### src/rtl/dds_word_ctrl.sv
// Multi-channel frequency/phase word controller for the DDS datapath.
// Each channel owns a debounced frequency key and phase key that step
// through a frequency table and a uniform phase table. A per-channel mode
// input switches the frequency word into a linear sweep. Upd marks the
// first cycle a channel's words hold a new value.
//
// Channel state machine:
//   state    | meaning
//   CH_STEP  | Fword follows F_TABLE[Fidx]; Key_f steps the index
//   CH_SWEEP | Fword ramps by SWEEP_INC every SWEEP_DIV clocks; Key_f ignored
module dds_word_ctrl #(
    parameter int                   NCH       = 2,
    parameter int                   FW        = 32,
    parameter int                   PW        = 12,      // must exceed IW
    parameter int                   NSTEP     = 8,       // power of 2, >= 2
    parameter int                   IW        = $clog2(NSTEP),
    parameter logic [NSTEP*FW-1:0]  F_TABLE   = {32'd429496730, 32'd85899346,
                                                 32'd8589935,   32'd1717987,
                                                 32'd858993,    32'd171798,
                                                 32'd85899,     32'd8589},
    parameter int                   DEB_CYC   = 1_000_000, // >= 2
    parameter int                   SWEEP_DIV = 5_000,     // >= 1
    parameter logic [FW-1:0]        SWEEP_INC = FW'(8589)
) (
    input  logic              Clk,
    input  logic              Reset_n,
    input  logic [NCH-1:0]    Key_f,
    input  logic [NCH-1:0]    Key_p,
    input  logic [NCH-1:0]    Mode,
    output logic [NCH*FW-1:0] Fword,
    output logic [NCH*PW-1:0] Pword,
    output logic [NCH*IW-1:0] Fidx,
    output logic [NCH-1:0]    Upd
);

    localparam int NKEY = 2 * NCH;

    // The stable counter reloads on the first sample of a new level, so it
    // needs DEB_CYC-1 further matching samples: reload DEB_CYC-2, accept at 0.
    localparam int DBW        = (DEB_CYC > 2) ? $clog2(DEB_CYC) : 1;
    localparam int DEB_RELOAD = (DEB_CYC >= 2) ? DEB_CYC - 2 : 0;

    localparam int DVW        = (SWEEP_DIV > 1) ? $clog2(SWEEP_DIV) : 1;
    localparam int DIV_RELOAD = SWEEP_DIV - 1;

    localparam logic [FW-1:0] F_FIRST = F_TABLE[FW-1:0];
    localparam logic [FW-1:0] F_LAST  = F_TABLE[NSTEP*FW-1 -: FW];

    typedef enum logic {
        CH_STEP  = 1'b0,
        CH_SWEEP = 1'b1
    } ch_state_e;

    logic [FW-1:0]   f_tab [NSTEP];
    logic [NKEY-1:0] key_raw;
    logic [NKEY-1:0] press;

    for (genvar t = 0; t < NSTEP; t++) begin : g_tab
        assign f_tab[t] = F_TABLE[t*FW +: FW];
    end

    // Keys [NCH-1:0] are frequency keys, [NKEY-1:NCH] are phase keys.
    assign key_raw = {Key_p, Key_f};

    for (genvar k = 0; k < NKEY; k++) begin : g_key
        logic [1:0]     sync_q;
        logic           last_q;
        logic           lvl_q;
        logic           armed_q;
        logic           press_q;
        logic [DBW-1:0] cnt_q;

        // Synchronise the key, time how long its level has been stable and
        // emit a one-cycle strobe when a low level is accepted. A key is only
        // armed once a stable released level has been seen, so a key held
        // through reset cannot fire on its own.
        always_ff @(posedge Clk or negedge Reset_n) begin
            if (!Reset_n) begin
                sync_q  <= 2'b11;
                last_q  <= 1'b1;
                lvl_q   <= 1'b1;
                armed_q <= 1'b0;
                press_q <= 1'b0;
                cnt_q   <= DBW'(DEB_RELOAD);
            end else begin
                sync_q  <= {sync_q[0], key_raw[k]};
                press_q <= 1'b0;
                if (sync_q[1] != last_q) begin
                    last_q <= sync_q[1];
                    cnt_q  <= DBW'(DEB_RELOAD);
                end else if (cnt_q != '0) begin
                    cnt_q <= cnt_q - 1'b1;
                end else begin
                    if (last_q) begin
                        armed_q <= 1'b1;
                    end
                    if (last_q != lvl_q) begin
                        lvl_q   <= last_q;
                        press_q <= !last_q && armed_q;
                    end
                end
            end
        end

        assign press[k] = press_q;
    end

    for (genvar c = 0; c < NCH; c++) begin : g_ch
        logic [1:0]     mode_sync_q;
        ch_state_e      st_q;
        logic [IW-1:0]  fidx_q;
        logic [IW-1:0]  pidx_q;
        logic [FW-1:0]  fword_q;
        logic [PW-1:0]  pword_q;
        logic           upd_q;
        logic [DVW-1:0] div_q;

        logic           mode_s;
        logic           f_press;
        logic           p_press;
        logic [IW-1:0]  fidx_d;
        logic [IW-1:0]  pidx_d;
        logic [FW:0]    sweep_sum;
        logic [FW-1:0]  sweep_d;

        assign mode_s  = mode_sync_q[1];
        assign f_press = press[c];
        assign p_press = press[NCH + c];

        // Next index values and the next sweep word; the sum keeps a carry
        // bit so a large increment wraps to the table start instead of
        // overflowing into a small word.
        always_comb begin
            fidx_d    = fidx_q + 1'b1;
            pidx_d    = pidx_q + 1'b1;
            sweep_sum = {1'b0, fword_q} + {1'b0, SWEEP_INC};
            sweep_d   = F_FIRST;
            if (sweep_sum <= {1'b0, F_LAST}) begin
                sweep_d = sweep_sum[FW-1:0];
            end
        end

        // Channel controller: mode synchroniser, step/sweep state machine
        // and the registered word and strobe outputs. Mode edges take
        // priority over a frequency key strobe in the same cycle.
        always_ff @(posedge Clk or negedge Reset_n) begin
            if (!Reset_n) begin
                mode_sync_q <= 2'b00;
                st_q        <= CH_STEP;
                fidx_q      <= '0;
                pidx_q      <= '0;
                fword_q     <= F_FIRST;
                pword_q     <= '0;
                upd_q       <= 1'b0;
                div_q       <= '0;
            end else begin
                mode_sync_q <= {mode_sync_q[0], Mode[c]};
                upd_q       <= 1'b0;

                if (p_press) begin
                    pidx_q  <= pidx_d;
                    pword_q <= {pidx_d, {(PW-IW){1'b0}}};
                    upd_q   <= 1'b1;
                end

                if (st_q == CH_STEP) begin
                    if (mode_s) begin
                        st_q    <= CH_SWEEP;
                        fword_q <= F_FIRST;
                        div_q   <= DVW'(DIV_RELOAD);
                        upd_q   <= 1'b1;
                    end else if (f_press) begin
                        fidx_q  <= fidx_d;
                        fword_q <= f_tab[fidx_d];
                        upd_q   <= 1'b1;
                    end
                end else begin
                    if (!mode_s) begin
                        st_q    <= CH_STEP;
                        fword_q <= f_tab[fidx_q];
                        upd_q   <= 1'b1;
                    end else if (div_q == '0) begin
                        div_q   <= DVW'(DIV_RELOAD);
                        fword_q <= sweep_d;
                        upd_q   <= 1'b1;
                    end else begin
                        div_q <= div_q - 1'b1;
                    end
                end
            end
        end

        assign Fword[c*FW +: FW] = fword_q;
        assign Pword[c*PW +: PW] = pword_q;
        assign Fidx[c*IW +: IW]  = fidx_q;
        assign Upd[c]            = upd_q;
    end

endmodule

### config.mk
export PLATFORM = sky130hd
export DESIGN_NAME = dds_word_ctrl
export DESIGN_NICKNAME = d
export VERILOG_FILES = /design/src/rtl/dds_word_ctrl.sv
export SDC_FILE = /design/constraint.sdc
export NUM_CORES = 1
export LEC_CHECK = 0
export CAP_MARGIN = 15
export CORE_MARGIN = 3
export CORE_UTILIZATION = 60
export DETAILED_ROUTE_END_ITERATION = 16
export HOLD_SLACK_MARGIN = 0.02
export PLACE_DENSITY_LB_ADDON = 0.25
export SKIP_LAST_GASP = 1
export SYNTH_ARGS = -nofsm -noshare
export SYNTH_HDL_FRONTEND = slang
export SYNTH_SLANG_ARGS = --single-unit
### constraint.sdc
create_clock -name Clk -period 5 [get_ports Clk]
set_clock_uncertainty 0.2 [all_clocks]
set_input_delay 0.5 -clock Clk [delete_from_list [all_inputs] [get_ports Clk]]
set_output_delay 0.5 -clock Clk [all_outputs]
set_load 0.02 [all_outputs]
# ---- Word-level counts from Yosys, hierarchy flattened
# Memories as Yosys holds them, arrays and structs flattened.
# Cells that the tools add are included.
dict set report op_classes {
  add_sub_neg 12
  n_lt_le_gt_ge 6
  eq_ne 10
  mux 62
  n_bitwise 16
  reduce_logical 32
}
# op count
set ops {}
lappend ops {{$mux W32} 20}
lappend ops {{$mux W20} 8}
lappend ops {{$mux W13} 8}
lappend ops {{$reduce_bool A20 Y1} 4}
lappend ops {{$sub A20 B1 Y20 const B} 4}
lappend ops {{$add A32 B14 Y33 const B} 2}
lappend ops {{$le A33 B29 Y1 const B} 2}
lappend ops {{$reduce_and A3 Y1} 10}
lappend ops {{$logic_not A13 Y1} 2}
lappend ops {{$mux W1} 26}
lappend ops {{$sub A13 B1 Y13 const B} 2}
lappend ops {{$ge A4 B4 Y1 const B} 4}
lappend ops {{$not A3 Y4} 4}
lappend ops {{$add A3 B1 Y3 const B} 4}
lappend ops {{$not A1 Y1} 12}
lappend ops {{$ne A1 B1 Y1} 8}
lappend ops {{$reduce_bool A2 Y1} 4}
lappend ops {{$ne A3 B2 Y1 const B} 2}
lappend ops {{$reduce_bool A3 Y1} 2}
lappend ops {{$logic_and A1 B1 Y1} 4}
lappend ops {{$logic_not A1 Y1} 4}
lappend ops {{$reduce_and A2 Y1} 2}
dict set report word_totals {
  reg_bits 214
  mem_bits_ro 1024
  inputBits 8
  elab_cells 180
  n_memories 4
}
# name depth width read_ports rd_clocked_by_memory_dff write_ports line
set mem_list {}
lappend mem_list {{(name not given)} 8 32 1 0 0 180} ;# fword_q <= f_tab[fidx_q];
lappend mem_list {{(name not given)} 8 32 1 0 0 174} ;# fword_q <= f_tab[fidx_d];
lappend mem_list {{(name not given)} 8 32 1 0 0 180}
lappend mem_list {{(name not given)} 8 32 1 0 0 174}

# ---- Logic depth before layout (Yosys ltp)
# Gate-level depths: netlist of the first run.
dict set report depth {
  word_depth 8
  ltp_mapped 14
  depth_no_buf 12
}

# ---- Worst setup path before layout of the first run
# No wires, ideal clock.
dict set report synth_timing {
  kind {flip-flop to flip-flop}
  from {reg g_ch[1].fword_q[1]}
  to {reg g_ch[1].fword_q[22]}
  setup_time_ns 0.082
  t_arrival_ns 3.435
  t_required_ns 4.718
  slack_ns 1.283
  stages_incl_launch_ff 13
  n_path_buf 1
  period_less_slack_ns 3.717
  path_cell_list {dfrtp_1 ha_1 or3_1 buf_2 a21oi_4 nor2_1 or4b_1 a32o_1 or4b_1 nand4bb_4 nand2_4 or3b_1 a31oi_1}
}
dict set report synth_between {
  elab_chain_cells 6
}
# element line
set synth_lines {}
lappend synth_lines {{start: declaration} 113} ;# logic [FW-1:0] fword_q;
lappend synth_lines {{start signal: assignment} 174}
lappend synth_lines {{start signal: assignment} 180}
lappend synth_lines {{start signal: assignment} 184} ;# fword_q <= sweep_d;
lappend synth_lines {{$add A32 B14 Y33 (*)} 136} ;# sweep_sum = {1'b0, fword_q} + {1'b0, SWEEP_INC};
lappend synth_lines {{$le A33 B29 Y1} 138} ;# if (sweep_sum <= {1'b0, F_LAST}) begin
lappend synth_lines {{$mux W32 (*)} 138}
lappend synth_lines {{$mux W32 (*)} 182} ;# end else if (div_q == '0) begin
lappend synth_lines {{$mux W32 (*)} 178} ;# if (!mode_s) begin
lappend synth_lines {{$mux W32 (*)} 166} ;# if (st_q == CH_STEP) begin
# Every way passes the cells marked *; elsewhere a longest branch is shown, timed or not. The select of a mux whose other input is x is not followed.
# A chain may end at the register's enable or synchronous reset.

# ---- Worst setup path after layout of the first run
dict set report layout_timing {
  from {reg g_ch[1].fword_q[0]}
  to {reg g_ch[1].fword_q[21]}
}
# Same word-level chain as after synthesis.

==> results.yml, run 1 <==
setup_path:
  crit_path_start_kind: "flip-flop"
  critPathRequiredTime_ns: 5.24
  crit_arrival_ns: 4.82
  end_kind: "flip-flop"
  critPathMaxFanout: 27
  setup.worst_path.class: "flip-flop to flip-flop"
clocking:
  clkTransAtPathRegs_ns: 0.06
  htree_num_levels: 1
  cts_tree: "yes"
  cts_buffers: 25
  clock_sinks: 214
  cts_resized: 0
  postCtsSetupBuffers: 0
  cts.path.max_buffers: 3
  ctsRootBufferMaster: "clkbuf_16"
  clock_latency_ns: 0.54
  hold_buffers: 1
timing:
  hold_viol: 0
  finalSetupTns_ns: 0
  worst-slew-pin-transition_ns: 1.15
  setup_viol: 0
  max_freq_ghz: 0.218
  final_max_slew_viol_count: 0
  rsz0062_at_grt: "false"
  min_period_ns: 4.58
  relSlewSlack: 0.230
  finalCritPeriodShare: 0.916
cells_and_area:
  nets: 1725
  layout-drive-gt1-share: 0.103
  syn_to_final_growth_pct: 12.8
  post-route-cell-area_sq_um: 15500
  antenna_cells: 0
  final_cells: 1982
  final_util: 0.699
yosys:
  synth.avg_cell_area_sq_um: 8.33
  synth_area_leader_cell: "dfrtp_1"
  ys_types: 84
  synth-seq-cells: 214
  synthTopCellsByCount: "nand2_1 (192), nor2_1 (151), dfrtp_1 (142), a21oi_1 (115), o21ai_0 (106)"
  ys_top_cells_by_area: "dfrtp_1 (26%), dfstp_2 (14%), nand2_1 (5.2%)"
  yosysMostFrequentCell: "nand2_1"
  synthArstFlopShare: 1.00
  syn_area_sq_um: 13700
  synth-main-ff-cell: "dfrtp_1"
  synth.yosys.seq_area_share: 0.397
  ys_warn_count: 0
  synth.top_cell.area_share: 0.259
  synth_enable_flop_cells: 0
  postSynthCellCount: 1648
detailed_routing:
  detail_route.wl_per_cell_um: 18.2
  viasPerCell: 6.41
  drt_pass1_iterations: 6
  ant_nets: 0
  wl_mm: 36.0
  drtIter0Drc: 1745
  drc_errors: 0
  num_vias: 12712
floorplan:
  ioPinCount: 104
  die_height_um: 157
  start_util: 0.620
  die-area_sq_um: 24700
  die_w_um: 157
  fp-row-count: 54
  core_sq_um: 22200
power_and_ir_drop:
  comb_power_share: 0.129
  pwr-share-clk: 0.422
  swShare: 0.285
  p_switching_w: 0.00127
  p_per_area_nw_per_um2: 287
  seq_power_share: 0.449
  internal-power_w: 0.00318
  ir_worst_vdd_mv: 0.253
  leakagePower_nw: 5.93
global_routing:
  grt_usage: 0.291
  gr-total-overflow: 0
  grt_pass1_wl_mm: 60.2
  grt_pass1_vias: 11960
  antenna_found_initial: 0
  grt_max_degree: 121
placed_design:
  io_buffers: 85
  place_congestion: 0.979
  hpwl_mm: 24.5
  dp_cells: 1935
  placed_cell_area_sq_um: 14600
job:
  maxCapViolations: 0
min_path:
  hold_path_class: "flip-flop to flip-flop"
status:
  status: "completed"
critical path: stages, from the launching register on:
cell and delay [ns]:
dfstp_2 0.63, a211oi_2 0.14, o21ai_1 0.74, nand3_2 0.29, or4b_1 0.54, a32o_1 0.22
or4b_1 0.51, nand4bb_4 0.24, nand2_4 0.29, nand2_1 0.38, o31ai_1 0.31
flip-flops by register name, summed over array words and instances (netlist names):
register and cells:
g_ch.pidx_q 6, g_key.last_q 4, g_ch.fidx_q 6, g_ch.p_press 2, g_key.sync_q 8, g_key.cnt_q 80, g_ch.div_q 26, g_ch.fword_q 64
g_ch.upd_q 2, g_key.armed_q 4, g_key.lvl_q 4, g_ch.f_press 2, g_ch.st_q 2, g_ch.mode_sync_q 4
stage by stage:
stage               hold slack, ns  power, W  worst slack, ns
finish                       0.156   0.00445            0.421
global route                 0.163   0.00464            0.121
CTS                          0.147   0.00447            0.516
detailed placement           0.140   0.00259            0.498
global placement             0.136   0.00257            0.617
floorplan                  0.00441   0.00239             1.28
cell families (layout without fill, tap and decap cells):
group,Yosys count,after routing,share of synthesized area
AO/OA/AOI/OAI,416,416,0.192
AND/OR/NAND/NOR,707,707,0.256
adder cells (fa/ha/maj),34,34,0.0310
multiplexers,22,22,0.0169
other,1,18,0.000273
flip-flops,214,214,0.397
buffers and inverters,171,208,0.0543
XOR/XNOR,83,83,0.0529
area by class of cell:
cell class,count,area [sq um]
timing repair buffer,106,1020
sequential,214,5450
multi-input combinational,1280,7630
tap,280,350
clock inverter,14,171
clock buffer,32,672
inverter,56,210
fill,1744,6670
path summary, 6_finish.rpt:
kind                                    start             endpoint  slack [ns]  cells past startpoint
max                        g_ch[1].fword_q[0]  g_ch[1].fword_q[21]        0.42                     10
min                        g_key[3].sync_q[0]   g_key[3].sync_q[1]        0.16                      0
max reg2reg                g_ch[1].fword_q[0]  g_ch[1].fword_q[21]        0.42                     10
min reg2reg                g_key[3].sync_q[0]   g_key[3].sync_q[1]        0.16                      0
max in group asynchronous             Reset_n   g_key[3].cnt_q[10]        3.00                      3
min in group asynchronous             Reset_n   g_ch[0].fword_q[6]        0.41                      2
layout by cell type (no fill, tap or decap), types with 38 or more instances in the layout:
| cell | Yosys | routed |
|---|---|---|
| nand2_1 | 192 | 192 |
| o21ai_0 | 106 | 105 |
| nand3_1 | 65 | 65 |
| nor3_1 | 81 | 81 |
| dfstp_2 | 72 | 72 |
| a31oi_1 | 40 | 40 |
| a21oi_1 | 115 | 115 |
| clkdlybuf4s50_1 | 0 | 84 |
| dfrtp_1 | 142 | 142 |
| xnor2_1 | 50 | 50 |
| nor4_1 | 38 | 38 |
| inv_1 | 54 | 54 |
| nor2_1 | 151 | 151 |
layer usage:
metal	routed length, um	up-vias	track usage
met5	0	-	0
met4	777	0	0.0860
met3	2650	69	0.0412
met2	16700	544	0.461
met1	15900	6086	0.418
li1	-	6013	-
power groups by stage:
stage	clock network [W]	registers (W)	logic [W]
floorplan	0	0.00199	0.000398
global placement	0	0.00202	0.000557
detailed placement	0	0.00202	0.000568
CTS	0.00191	0.00199	0.000574
global route	0.00198	0.00202	0.000640
finish	0.00188	0.00200	0.000574
(Power assumes the default switching activity.)
==> inputs of run 2 (changes only) <==
--- a/config.mk
+++ b/config.mk
@@ -6,7 +6,7 @@
 export NUM_CORES = 1
 export LEC_CHECK = 0
 export CAP_MARGIN = 15
-export CORE_MARGIN = 3
+export CORE_MARGIN = 1.5
 export CORE_UTILIZATION = 60
 export DETAILED_ROUTE_END_ITERATION = 16
 export HOLD_SLACK_MARGIN = 0.02
==> run 2 against run 1 <==
Maximum frequency increased by 0.34%. Wire length about the same. Global-route usage rose by 1.2 points. First-iteration DRC count shrank 28%. Core utilization decreased by 1.4 points. Sequential cell count is the same. Count of clock-buffer cells in the layout up 5. Via count fell by 0.43%.
==> results.yml, run 2 (synthesized netlist as in run 1, its figures left out) <==
status:
  status: "completed"
timing:
  setup_viol: 0
  min_period_ns: 4.56
  relSlewSlack: 0.297
  hold_viol: 0
  finalCritPeriodShare: 0.913
  finalSetupTns_ns: 0
  final_max_slew_viol_count: 0
  worst-slew-pin-transition_ns: 1.05
  max_freq_ghz: 0.219
  rsz0062_at_grt: "false"
detailed_routing:
  wl_mm: 36.0
  drt_pass1_iterations: 6
  detail_route.wl_per_cell_um: 18.2
  num_vias: 12657
  drc_errors: 0
  drtIter0Drc: 1261
  viasPerCell: 6.38
  ant_nets: 0
min_path:
  hold_start: "g_ch[0].mode_sync_q[0]"
  hold_path_class: "flip-flop to flip-flop"
floorplan:
  start_util: 0.608
  fp-row-count: 55
  ioPinCount: 104
  core_sq_um: 22600
  die-area_sq_um: 23800
  die_w_um: 154
  die_height_um: 154
clocking:
  cts_buffers: 24
  ctsRootBufferMaster: "clkbuf_16"
  cts_tree: "yes"
  cts_resized: 0
  clock_sinks: 214
  clock_latency_ns: 0.54
  cts.path.max_buffers: 3
  clkTransAtPathRegs_ns: 0.06
  htree_num_levels: 1
global_routing:
  gr-total-overflow: 0
  grt_pass1_vias: 11721
  grt_usage: 0.303
  grt_pass1_wl_mm: 59.7
  grt_max_degree: 120
  antenna_found_initial: 0
cells_and_area:
  nets: 1722
  mostFrequentLayoutCells: "nand2_1 (192), nor2_1 (151), dfrtp_1 (142), a21oi_1 (115), o21ai_0 (105)"
  syn_to_final_growth_pct: 12.6
  layout_commonest_cell: "nand2_1"
  top_regs: "g_key.cnt_q x80, g_ch.fword_q x64, g_ch.div_q x26"
  multi_input_area_sq_um: 7630
  largest_reg_flops: 80
  seqCellArea_sq_um: 5450
  layout-drive-gt1-share: 0.0995
  nFillCells: 1857
  antenna_cells: 0
  top_register: "g_key.cnt_q"
setup_path:
  end_kind: "flip-flop"
  crit_slowest_cell: "o21ai_1"
  crit_chain: "a211oi_2, o21ai_1, nand3_2, or4b_1, a32o_1, or4b_1, nand4bb_4, nand2_4, nand3_2, o311a_1"
  rr_startpoint: "g_ch[1].fword_q[0]"
  critPathMaxFanout: 27
  crit_path_start_kind: "flip-flop"
  setup.worst_path.start: "g_ch[1].fword_q[0]"
  setup.worst_path.class: "flip-flop to flip-flop"
  crit_arrival_ns: 4.82
  critPathRequiredTime_ns: 5.26
  slowest_delay_ns: 0.72
placed_design:
  io_buffers: 85
  place_congestion: 0.947
  hpwl_mm: 24.4
power_and_ir_drop:
  p_total_w: 0.00435
  leakagePower_nw: 5.91
  p_per_area_nw_per_um2: 281
  ir_worst_vdd_mv: 0.238
job:
  maxCapViolations: 0
==> run 2: per-layer routing <==
metal,up-vias,part of all wire,global-route usage
met5,-,0,0
met4,0,0.026,0.0879
met3,76,0.077,0.0485
met2,513,0.46,0.476
met1,6085,0.44,0.435
li1,5983,-,-
==> run 2: worst max-delay path, delay by kind of cell (launching register included) <==
family           cells  cell delay, ns
AO/OA/AOI/OAI        4            1.49
flip-flops           1            0.65
AND/OR/NAND/NOR      6            2.14
==> run 2: final timing paths <==
| path | slack [ns] | cells past startpoint | endpoint |
|---|---|---|---|
| max | 0.44 | 10 | g_ch[1].fword_q[3] |
| min | 0.15 | 0 | g_ch[0].mode_sync_q[1] |
| max reg2reg | 0.44 | 10 | g_ch[1].fword_q[3] |
| min reg2reg | 0.15 | 0 | g_ch[0].mode_sync_q[1] |
| max in group asynchronous | 3.09 | 3 | g_key[3].cnt_q[14] |
| min in group asynchronous | 0.46 | 2 | g_ch[0].fword_q[15] |
==> run 2: power breakdown <==
group / internal [W] / switching (W) / total, W
Combinational: 0.000218 / 0.000355 / 0.000572
Clock: 0.00104 / 0.000735 / 0.00177
Sequential: 0.00185 / 0.000149 / 0.00200
==> run 2: final cells by class <==
cell class	count	share of cell area
sequential	214	0.352
clock buffer	37	0.0459
timing repair buffer	104	0.0656
multi-input combinational	1280	0.493
tap	285	0.0231
inverter	56	0.0136
clock inverter	7	0.00631
==> run 2: repair_timing <==
action	4_1_cts	5_1_grt
endpoints found under the setup margin	0	0
endpoints found under the hold margin	78	0
buffers inserted	0	0
hold buffers	1	0
==> run 2: per-stage QoR <==
step	area (sq um)	utilization	hold WS, ns	setup WS (ns)	cells
after global routing	15500	0.685	0.157	0.199	1983
after CTS	15500	0.685	0.153	0.548	1983
after detailed placement	14600	0.649	0.136	0.568	1938
after global placement	14600	0.649	0.134	0.650	1938
final	15500	0.685	0.152	0.437	1983
after floorplan	13800	-	0.00441	1.28	1665
